<file path="src/rtl/hz_pipe_track.sv">
// hz_pipe_track
// Stage-tracking registers for a 5-stage MIPS pipeline. They sit beside the
// datapath ID/EX, EX/MEM and MEM/WB registers and carry the register-address
// and control fields that the hazard controller compares against. This block
// also carries out that controller's decisions: it inserts bubbles on a
// load-use stall, kills EX and MEM on a flush, and freezes every stage on a
// memory wait.
//
// Per-cycle priority: reset > hold > flush (flush_all or flush_pending)
//                     > stall_in > normal advance.
//
// Optional feature: define HZ_PERF_CNT_EN to add the cycle_cnt, retire_cnt
// and stall_cnt performance counters. Without it those ports and registers
// are absent.
//
// Ports:
//   clk, rst_n                  clock (rising edge), asynchronous active-low reset
//   id_*                        ID-stage instruction fields (valid, rs, rt, wa,
//                               memtoreg, regwrite, pc)
//   stall_in                    load-use stall: EX takes a bubble
//   hold                        global freeze; a flush seen while frozen is deferred
//   flush_all                   pulse that kills EX and MEM
//   EX_Rs, EX_Rt, EX_WA         EX-stage register addresses
//   MEM_WA, WB_WA               MEM and WB destination registers
//   EX_/MEM_MemtoReg            load flags, gated by stage valid
//   EX_/MEM_/WB_RegWrite        write enables, gated by stage valid
//   wb_valid, wb_pc             WB occupancy and the PC of the WB instruction
//   flush_pending               a flush arrived during hold and has not been applied
//   cycle_cnt, retire_cnt,      performance counters (HZ_PERF_CNT_EN only)
//   stall_cnt
module hz_pipe_track #(
    parameter int AW    = 5,
    parameter int PCW   = 32,
    parameter int CNT_W = 32
) (
    input  logic           clk,
    input  logic           rst_n,
    input  logic           id_valid,
    input  logic [AW-1:0]  id_rs,
    input  logic [AW-1:0]  id_rt,
    input  logic [AW-1:0]  id_wa,
    input  logic           id_memtoreg,
    input  logic           id_regwrite,
    input  logic [PCW-1:0] id_pc,
    input  logic           stall_in,
    input  logic           hold,
    input  logic           flush_all,
    output logic [AW-1:0]  EX_Rs,
    output logic [AW-1:0]  EX_Rt,
    output logic [AW-1:0]  EX_WA,
    output logic [AW-1:0]  MEM_WA,
    output logic [AW-1:0]  WB_WA,
    output logic           EX_MemtoReg,
    output logic           MEM_MemtoReg,
    output logic           EX_RegWrite,
    output logic           MEM_RegWrite,
    output logic           WB_RegWrite,
    output logic           wb_valid,
    output logic [PCW-1:0] wb_pc,
    output logic           flush_pending
`ifdef HZ_PERF_CNT_EN
    ,
    output logic [CNT_W-1:0] cycle_cnt,
    output logic [CNT_W-1:0] retire_cnt,
    output logic [CNT_W-1:0] stall_cnt
`endif
);

    typedef struct packed {
        logic           valid;
        logic [AW-1:0]  rs;
        logic [AW-1:0]  rt;
        logic [AW-1:0]  wa;
        logic           memtoreg;
        logic           regwrite;
        logic [PCW-1:0] pc;
    } ex_t;

    typedef struct packed {
        logic           valid;
        logic [AW-1:0]  wa;
        logic           memtoreg;
        logic           regwrite;
        logic [PCW-1:0] pc;
    } mem_t;

    typedef struct packed {
        logic           valid;
        logic [AW-1:0]  wa;
        logic           regwrite;
        logic [PCW-1:0] pc;
    } wb_t;

    ex_t  ex_q;
    mem_t mem_q;
    wb_t  wb_q;
    ex_t  id_cand;
    logic flush_go;

    // A deferred flush is applied on the first unfrozen cycle, in the same way
    // as a live pulse. A pulse that arrives while a flush is already pending
    // merges with it, so the flush takes effect only once.
    assign flush_go = flush_all | flush_pending;

    // An invalid ID slot enters EX with every field zeroed. The hazard
    // controller then sees WA=0 and finds no match.
    // NOTE: every variable written here gets a default first, so no latch is inferred.
    always_comb begin
        id_cand = '0;
        if (id_valid) begin
            id_cand = '{valid: 1'b1, rs: id_rs, rt: id_rt, wa: id_wa,
                        memtoreg: id_memtoreg, regwrite: id_regwrite, pc: id_pc};
        end
    end

    // NOTE: state registers use non-blocking assignments, so every stage samples the pre-edge value of its predecessor.
    always_ff @(posedge clk or negedge rst_n) begin
        if (!rst_n) begin
            ex_q          <= '0;
            mem_q         <= '0;
            wb_q          <= '0;
            flush_pending <= 1'b0;
        end else if (hold) begin
            if (flush_all) flush_pending <= 1'b1;
        end else begin
            // WB always drains MEM when not frozen. A flush therefore still
            // lets the older instruction retire.
            wb_q          <= '{valid: mem_q.valid, wa: mem_q.wa,
                               regwrite: mem_q.regwrite, pc: mem_q.pc};
            flush_pending <= 1'b0;
            if (flush_go) begin
                ex_q  <= '0;
                mem_q <= '0;
            end else begin
                mem_q <= '{valid: ex_q.valid, wa: ex_q.wa, memtoreg: ex_q.memtoreg,
                           regwrite: ex_q.regwrite, pc: ex_q.pc};
                ex_q  <= stall_in ? ex_t'('0) : id_cand;
            end
        end
    end

    assign EX_Rs        = ex_q.rs;
    assign EX_Rt        = ex_q.rt;
    assign EX_WA        = ex_q.wa;
    assign MEM_WA       = mem_q.wa;
    assign WB_WA        = wb_q.wa;
    assign EX_MemtoReg  = ex_q.valid  & ex_q.memtoreg;
    assign MEM_MemtoReg = mem_q.valid & mem_q.memtoreg;
    assign EX_RegWrite  = ex_q.valid  & ex_q.regwrite;
    assign MEM_RegWrite = mem_q.valid & mem_q.regwrite;
    assign WB_RegWrite  = wb_q.valid  & wb_q.regwrite;
    assign wb_valid     = wb_q.valid;
    assign wb_pc        = wb_q.pc;

`ifdef HZ_PERF_CNT_EN
    // The counters wrap naturally at 2^CNT_W. A retire is counted when WB
    // loads a valid instruction from MEM. A stall is counted only when
    // stall_in actually takes effect, so it is not counted under hold or
    // under a flush.
    always_ff @(posedge clk or negedge rst_n) begin
        if (!rst_n) begin
            cycle_cnt  <= '0;
            retire_cnt <= '0;
            stall_cnt  <= '0;
        end else begin
            cycle_cnt <= cycle_cnt + 1'b1;
            if (!hold && mem_q.valid)          retire_cnt <= retire_cnt + 1'b1;
            if (!hold && !flush_go && stall_in) stall_cnt  <= stall_cnt + 1'b1;
        end
    end
`endif

endmodule

</file>
<file path="config.mk">
export PLATFORM = sky130hd
export DESIGN_NAME = hz_pipe_track
export DESIGN_NICKNAME = d
export VERILOG_FILES = /design/src/rtl/hz_pipe_track.sv
export SDC_FILE = /design/constraint.sdc
export NUM_CORES = 1
export LEC_CHECK = 0
export ABC_CLOCK_PERIOD_IN_PS = 1100
export BUFFER_PORTS_ARGS = -buffer_cell sky130_fd_sc_hd__buf_2
export CAP_MARGIN = 20
export CORE_MARGIN = 1
export CORE_UTILIZATION = 35
export CTS_CLUSTER_DIAMETER = 120
export DETAILED_ROUTE_END_ITERATION = 8
export PLACE_DENSITY = 0.67
export SLEW_MARGIN = 40
export SYNTH_ARGS = -nofsm -noshare
export SYNTH_HDL_FRONTEND = slang
export SYNTH_SLANG_ARGS = --single-unit
</file>
<file path="constraint.sdc">
create_clock -name clk -period 1.1 [get_ports clk]
set_input_delay 0.22 -clock clk [delete_from_list [all_inputs] [get_ports clk]]
set_output_delay 0.22 -clock clk [all_outputs]
set_load 0.01 [all_outputs]
</file>
Word-level counts from Yosys, hierarchy flattened. Index checks and enable logic that the tools add are counted. W data, S select, Z words.

Register bits after elaboration: 130. Bits in latches: 0. RAM bits: 0. Bits in read-only memories: 0. Input port bits: 55. Output and inout port bits: 64. Word-level logic and storage cells: 30. Memories: 0.

Add/subtract/negate cells: 0. $mul: 0. Divide/modulo/power cells: 0. Magnitude comparators: 0. Equal/unequal tests: 1. Shifts and indexed selects: 0. Mux-type cells: 6. Bitwise gates (word level): 6. Reduce and logical (&&, ||, !) cells: 0.

Operator list (number): $mux W50 (3); $mux W40 (1); $and A1 B1 Y1 (5); $mux W1 (2); $ne A2 B1 Y1 const B (1); $or A1 B1 Y1 (1).

Depth between registers and ports, before layout. Gate-level depths: netlist of run 1.

Depth in word-level cells: 3. Gate-level depth with buffers: 4. Depth with buffers taken out: 2.

Least setup slack after synthesis of run 1. Ideal clock, no wire load.

Path kind: register to register. From: register flush_pending. To: register ex_q (netlist bit EX_WA[0]). Setup time: 67 ps. Data arrival time: 1222 ps. Required time: 1033 ps. Path slack: -190 ps. Cell stages (with the launch flop): 4. Path buffers: 1. Clock period less this slack: 1290 ps. Cell sequence: dfrtp_1 -> nor3_4 -> buf_6 -> a32o_1.

Cells in the longest elaborated chain, start to end: 2.

Ends and longest elaborated chain: start: declaration (line 60) `output logic flush_pending`; start signal: assignment (line 122) `flush_pending <= 1'b0;`; start signal: assignment (line 124) `if (flush_all) flush_pending <= 1'b1;`; start signal: assignment (line 130) `flush_pending <= 1'b0;`; $or A1 B1 Y1 (line 103) `assign flush_go = flush_all | flush_pending;`; $mux W50 (line 131) `if (flush_go) begin`; end signal: assignment (line 137) `ex_q <= stall_in ? ex_t'('0) : id_cand;`; end: declaration (line 94) `ex_t ex_q;`.

No other way between the ends. A chain may end at the register's enable or synchronous reset.

Worst setup path after layout of run 1.
From: register ex_q[49] (netlist name). To: output EX_MemtoReg.

Cells in the longest elaborated chain, start to end: 1.

Ends and longest elaborated chain: $and A1 B1 Y1 (line 147) `assign EX_MemtoReg = ex_q.valid & ex_q.memtoreg;`; end: declaration (line 53) `output logic EX_MemtoReg,`.

No other way between the ends.

==> results of run 1 <==
-- final cells by class --
class / instances / area share [%]
Antenna cell: 1 / 0.0356
Multi-Input combinational cell: 137 / 19.5
Clock inverter: 13 / 2.97
Clock buffer: 19 / 6.30
Timing Repair Buffer: 193 / 21.6
Tap cell: 184 / 3.28
Sequential cell: 130 / 46.3
-- timing repair --
item | CTS | global route
cloned | 9 | 1
pin swaps | 4 | 8
hold buffers | 1 | 0
setup endpoints to repair | 154 | 154
hold endpoints to repair | 130 | 0
gates resized for setup | 30 | 15
setup buffers | 39 | 10
-- sequential cells by signal, summed over array words and instances (netlist names), 5 cells and up --
signal	count
EX_Rs	5
EX_Rt	5
EX_WA	5
MEM_WA	5
WB_WA	5
ex_q	35
mem_q	35
wb_pc	32
-- worst max-delay path by stage --
| stage | start | end | slack [ns] | cells after the start |
|---|---|---|---|---|
| global placement | flush_pending | EX_Rs[2] | -0.1 | 3 |
| finish | ex_q[49] | EX_MemtoReg | -0.19 | 2 |
| detailed placement | flush_pending | ex_q[6] | -0.13 | 3 |
| floorplan | flush_pending | EX_WA[0] | -0.15 | 3 |
| CTS | mem_q[32] | MEM_RegWrite | -0.23 | 2 |
| global route | ex_q[49] | EX_MemtoReg | -0.24 | 2 |
-- synthesized netlist by cell type --
library cell  instances  area share, %
buf_2                 6           0.57
clkbuf_1             14            1.0
nor3_4                1           0.31
mux2_2               39            8.4
buf_4                57            8.2
dfrtp_1             130             62
buf_6                10            2.2
nor2b_1               1           0.12
o21a_1                1           0.14
a32o_1               49            9.4
a22o_1               41            6.9
and2_1                5           0.60
-- per-layer routing --
metal  up-vias  GRT usage, %  wire, um
met2        78          26.9      6020
met1      1753          17.5      4770
met5         -             0         0
met3        17          4.58       509
met4         0          7.44       159
li1       1535             -         -
-- metrics by stage --
stage	power [W]	worst slack [ns]	setup TNS, ns	util, %
finish	0.0120	-0.194	-12.23	48.4
global route	0.0124	-0.235	-19.91	48.3
CTS	0.0121	-0.228	-17.73	48.6
global placement	0.00570	-0.0992	-5.34	39.5
detailed placement	0.00573	-0.129	-5.76	39.5
floorplan	0.00539	-0.154	-12.61	-
-- power breakdown --
part / internal (W) / switching, W / total [W] / leakage, nW
sequential: 0.00489 / 0.0000574 / 0.00495 / 1.80
combinational: 0.000442 / 0.000433 / 0.000875 / 1.54
clock: 0.00408 / 0.00207 / 0.00615 / 0.309
total: 0.00941 / 0.00256 / 0.0120 / 3.65
-- worst reg2reg max path, cell delays in order, from the launching register on --
cell and delay [ns]:
dfrtp_2 0.43, nor3_4 0.20, buf_6 0.17, buf_12 0.13, buf_16 0.14, a22o_1 0.13
-- cells by family (layout without fill, tap and decap cells) --
logic type | count (synthesis) | count (layout)
multiplexers | 39 | 39
buffers and inverters | 87 | 225
flip-flops | 130 | 130
other | 0 | 1
AO/OA/AOI/OAI | 91 | 91
AND/OR/NAND/NOR | 7 | 7
==> flow_summary.yaml, run 1 <==
logic_synthesis:
  synth-adder-area-share_pct: 0
  synth-compound-area-share_pct: 16.4
  synth.area.mux_share_pct: 8.40
  synth-simple-area-share_pct: 1.03
  syn_avg_cell_area_um2: 14.8
  synthCells: 354
  synth_seq_cells: 130
  seq_area_frac_synth_pct: 62.2
  yosysWarnings: 0
  synth_xor_area_share_pct: 0
  synth_area_mm2: 0.00523
  synth_top_family_by_area: "compound AO/OA/AOI/OAI gates"
  synth.distinct_cells: 12
  synth_nets: 409
critical_path:
  path_buf_inv: 1
  cp_max_fo: 3
  r2r_end: "mem_q[27]"
  crit-reg2reg-launch: "flush_pending"
  path_cells: "and2_4 -> buf_6"
  reg2reg_slack_ns: -0.17
  worst_path_largest_cell_delay_ns: 0.40
  path_class: "reg2out"
  cpLargestDelayFamily: "flip-flops"
  critical_path_required_ns: 0.88
  reg2reg_depth: 5
  crit_slowest_cell: "dfrtp_1"
  crit_arrival_ns: 1.07
  cp-end-kind: "primary output"
  critPathLaunchType: "flop"
clock_tree:
  cts_tree: "yes"
  clock_sinks: 130
  cts.clk_slew.worst_paths_ns: 0.06
  worstSkewPairLatency_ns: 0.41
  cts-root-buf: "clkbuf_16"
  cts_buffers: 17
  htree_levels: 4
  clockBufferDepth: 2
route:
  ant_nets: 0
  wl_um: 11500
  drc_errors: 0
  viasPerCell: 5.00
  drtPass1Iterations: 4
  dr_total_vias: 3383
  avgRoutedWirePerCell_um: 16.9
  drtIter0Drc: 153
floorplanning:
  fp-row-count: 44
  ios: 119
  die_x_um: 124
  die-area_mm2: 0.0154
  coreArea_mm2: 0.0145
  fp.dieH_um: 124
  initial_core_util_pct: 36.0
pwr:
  power.density_mw_per_mm2: 1700
  leakage_nw: 3.65
  peakVddDrop_v: 0.00105
sta:
  layout_min_cycle_time_ns: 1.29
  finalCritPeriodShare_pct: 118
  max_freq_mhz: 773
  rsz0062_at_grt: "yes"
  finalWorstSetupSlack_ns: -0.194
  finalSetupViolations: 154
  worst_pin_slew_ns: 0.393
  whs_ns: 0.0544
  maxSlewHeadroom_pct: 73.7
  drv_slew: 0
  skew_ns: 0.00580
  finalHoldViolations: 0
run:
  drv_cap: 0
final_layout:
  final_cells: 677
  layout-drive-gt1-share_pct: 55.1
  final_common_cell: "dfrtp_1"
  area_growth_pct: 34.5
  regArea_mm2: 0.00325
  layout.nets: 534
  final_area_mm2: 0.00703
  final_cell_mix: "dfrtp_1, buf_2, a32o_1, buf_4, a22o_1"
  fillers: 1257
  multi_input_area_mm2: 0.00137
grt:
  grt_max_degree: 49
  track_usage_pct: 15.6
  antenna_found_initial: 1
  grt_pass1_wl_um: 17600
  first_global_vias: 3525
  grt_overflow: 0
status:
  violations: "negative setup slack"
  outcome: "complete, but fails checks"
placement:
  port_buffers: 118
  gp_congestion: 0.724
  place_inst: 592
  dp_hpwl_um: 6810
  placed_cell_area_mm2: 0.00574
worst_hold_path:
  holdPathStages: 2
  whs_endpoint: "EX_Rs[2]"
  hold_path_class: "in2reg"
  hold_path.startpoint: "id_rs[2]"
No activity file was read; power rests on OpenSTA's default activity.
==> run 2, diff against run 1 <==
==> constraint.sdc (replaced) <==
create_clock -name clk -period 1.1 [get_ports clk]
set_input_delay 0.22 -clock clk [delete_from_list [all_inputs] [get_ports clk]]
set_output_delay 0.22 -clock clk [all_outputs]
set_load 0.05 [all_outputs]
==> flow_summary.yaml, run 2 (synthesis results as in run 1) <==
placement:
  dp_hpwl_um: 6860
  placed_cell_area_mm2: 0.00581
  dpl_worst_slack_ns: -0.148
  port_buffers: 118
  gp_congestion: 0.683
final_layout:
  layout-drive-gt1-share_pct: 55.4
  final_cell_mix: "dfrtp_1, buf_6, buf_2, buf_4, a32o_1"
  fillers: 1203
  antenna-diode-count: 0
  final_area_mm2: 0.00731
  fin_util_pct: 50.3
  layout.nets: 534
  area_growth_pct: 39.9
  final_common_cell: "dfrtp_1"
grt:
  first_global_vias: 3336
  antenna_found_initial: 1
  grt_pass1_wl_um: 16900
  track_usage_pct: 14.9
  grt_max_degree: 53
  grt_overflow: 0
clock_tree:
  htree_levels: 4
  cts.clk_slew.worst_paths_ns: 0.06
  cts-root-buf: "clkbuf_16"
  clockBufferDepth: 2
  cts_tree: "yes"
  clock_sinks: 130
  cts_buffers: 17
  worstSkewPairLatency_ns: 0.42
critical_path:
  cp_max_fo: 23
  path_class: "reg2reg"
  cp-end-kind: "flop"
  reg2reg_slack_ns: -0.26
  crit_arrival_ns: 1.70
  critPathLaunchType: "flop"
  critical_path_required_ns: 1.45
floorplanning:
  ios: 119
  die-area_mm2: 0.0154
  fp.dieH_um: 124
  initial_core_util_pct: 36.0
  die_x_um: 124
  coreArea_mm2: 0.0145
  fp-row-count: 44
route:
  dr_total_vias: 3367
  wl_met3_um: 502
  drtIter0Drc: 177
  drtPass1Iterations: 4
  viasPerCell: 4.99
  wl_um: 11400
  wl_met1_um: 5010
  drc_errors: 0
  avgRoutedWirePerCell_um: 16.9
  ant_nets: 0
  highest_layer: "met5"
  wl_met2_um: 5750
sta:
  worst_pin_slew_ns: 0.324
  rsz0062_at_grt: "yes"
  skew_ns: 0.0131
  finalHoldViolations: 0
  finalCritPeriodShare_pct: 124
  layout_min_cycle_time_ns: 1.36
  drv_slew: 0
  max_freq_mhz: 736
  finalWorstSetupSlack_ns: -0.259
  maxSlewHeadroom_pct: 78.4
  finalSetupViolations: 154
run:
  drv_cap: 0
pwr:
  power.density_mw_per_mm2: 1650
  leakage_nw: 3.67
  peakVddDrop_v: 0.00135
status:
  outcome: "complete, but fails checks"
  violations: "negative setup slack"
worst_hold_path:
  hold_path_class: "in2reg"
run 2: changes by cell type in the layout (fill, tap and decap cells not counted), sizes merged:
cell / change
inv: +1
diode: -1
clkinvlp: -1
buf: -2
clkbuf: +1
run 2: final timing paths:
path,from,to,cells after the start
max in group asynchronous,rst_n,WB_WA[2],3
worst max-delay path,flush_pending,ex_q[11],4
min in group asynchronous,rst_n,wb_pc[16],2
worst max register to register,flush_pending,ex_q[11],4
worst min register to register,ex_q[21],ex_q[21],1
worst min-delay path,flush_all,flush_pending,2
run 2: through the flow:
stage / hold slack [ns] / TNS, ns / power, W / std cells
final: 0.0563 / -23.56 / 0.0121 / 675
after global routing: 0.0441 / -30.15 / 0.0125 / 675
after CTS: 0.0400 / -17.55 / 0.0122 / 660
after detailed placement: 0.124 / -8.13 / 0.00589 / 603
after global placement: 0.116 / -6.80 / 0.00586 / 603
after floorplan: -0.0756 / -22.67 / 0.00554 / 354
run 2: power breakdown:
group | switching (W) | leakage [nW] | internal (W)
clock network | 0.00209 | 0.306 | 0.00401
registers | 0.0000673 | 1.80 | 0.00489
logic | 0.000564 | 1.56 | 0.000474
run 2: critical path: stages (launching register included):
cell and delay, ns:
dfrtp_2 0.43, nor3_4 0.30, buf_12 0.20, buf_12 0.17
a32o_1 0.17
run 2: area by class of cell:
| cell class | instances | area [um2] | share of cell area [%] |
|---|---|---|---|
| clock buffer | 18 | 429 | 5.87 |
| clock inverter | 13 | 210 | 2.88 |
| multi-input combinational | 137 | 1370 | 18.8 |
| sequential | 130 | 3260 | 44.5 |
| tap | 184 | 230 | 3.15 |
| timing repair buffer | 193 | 1810 | 24.8 |
run 2: layer usage:
metal | global-route usage [%] | up-vias
li1 | - | 1528
met1 | 17.6 | 1740
met2 | 24.9 | 86
met3 | 5.40 | 11
met4 | 5.43 | 2
met5 | 0 | -
run 2: repair_timing:
| item | CTS | global route |
|---|---|---|
| pin swaps | 4 | 5 |
| resized for setup | 142 | 16 |
| setup buffers | 24 | 12 |
| cloned | 1 | 4 |
| hold endpoints to repair | 79 | 0 |
| setup endpoints to repair | 139 | 153 |
| hold buffers | 1 | 0 |
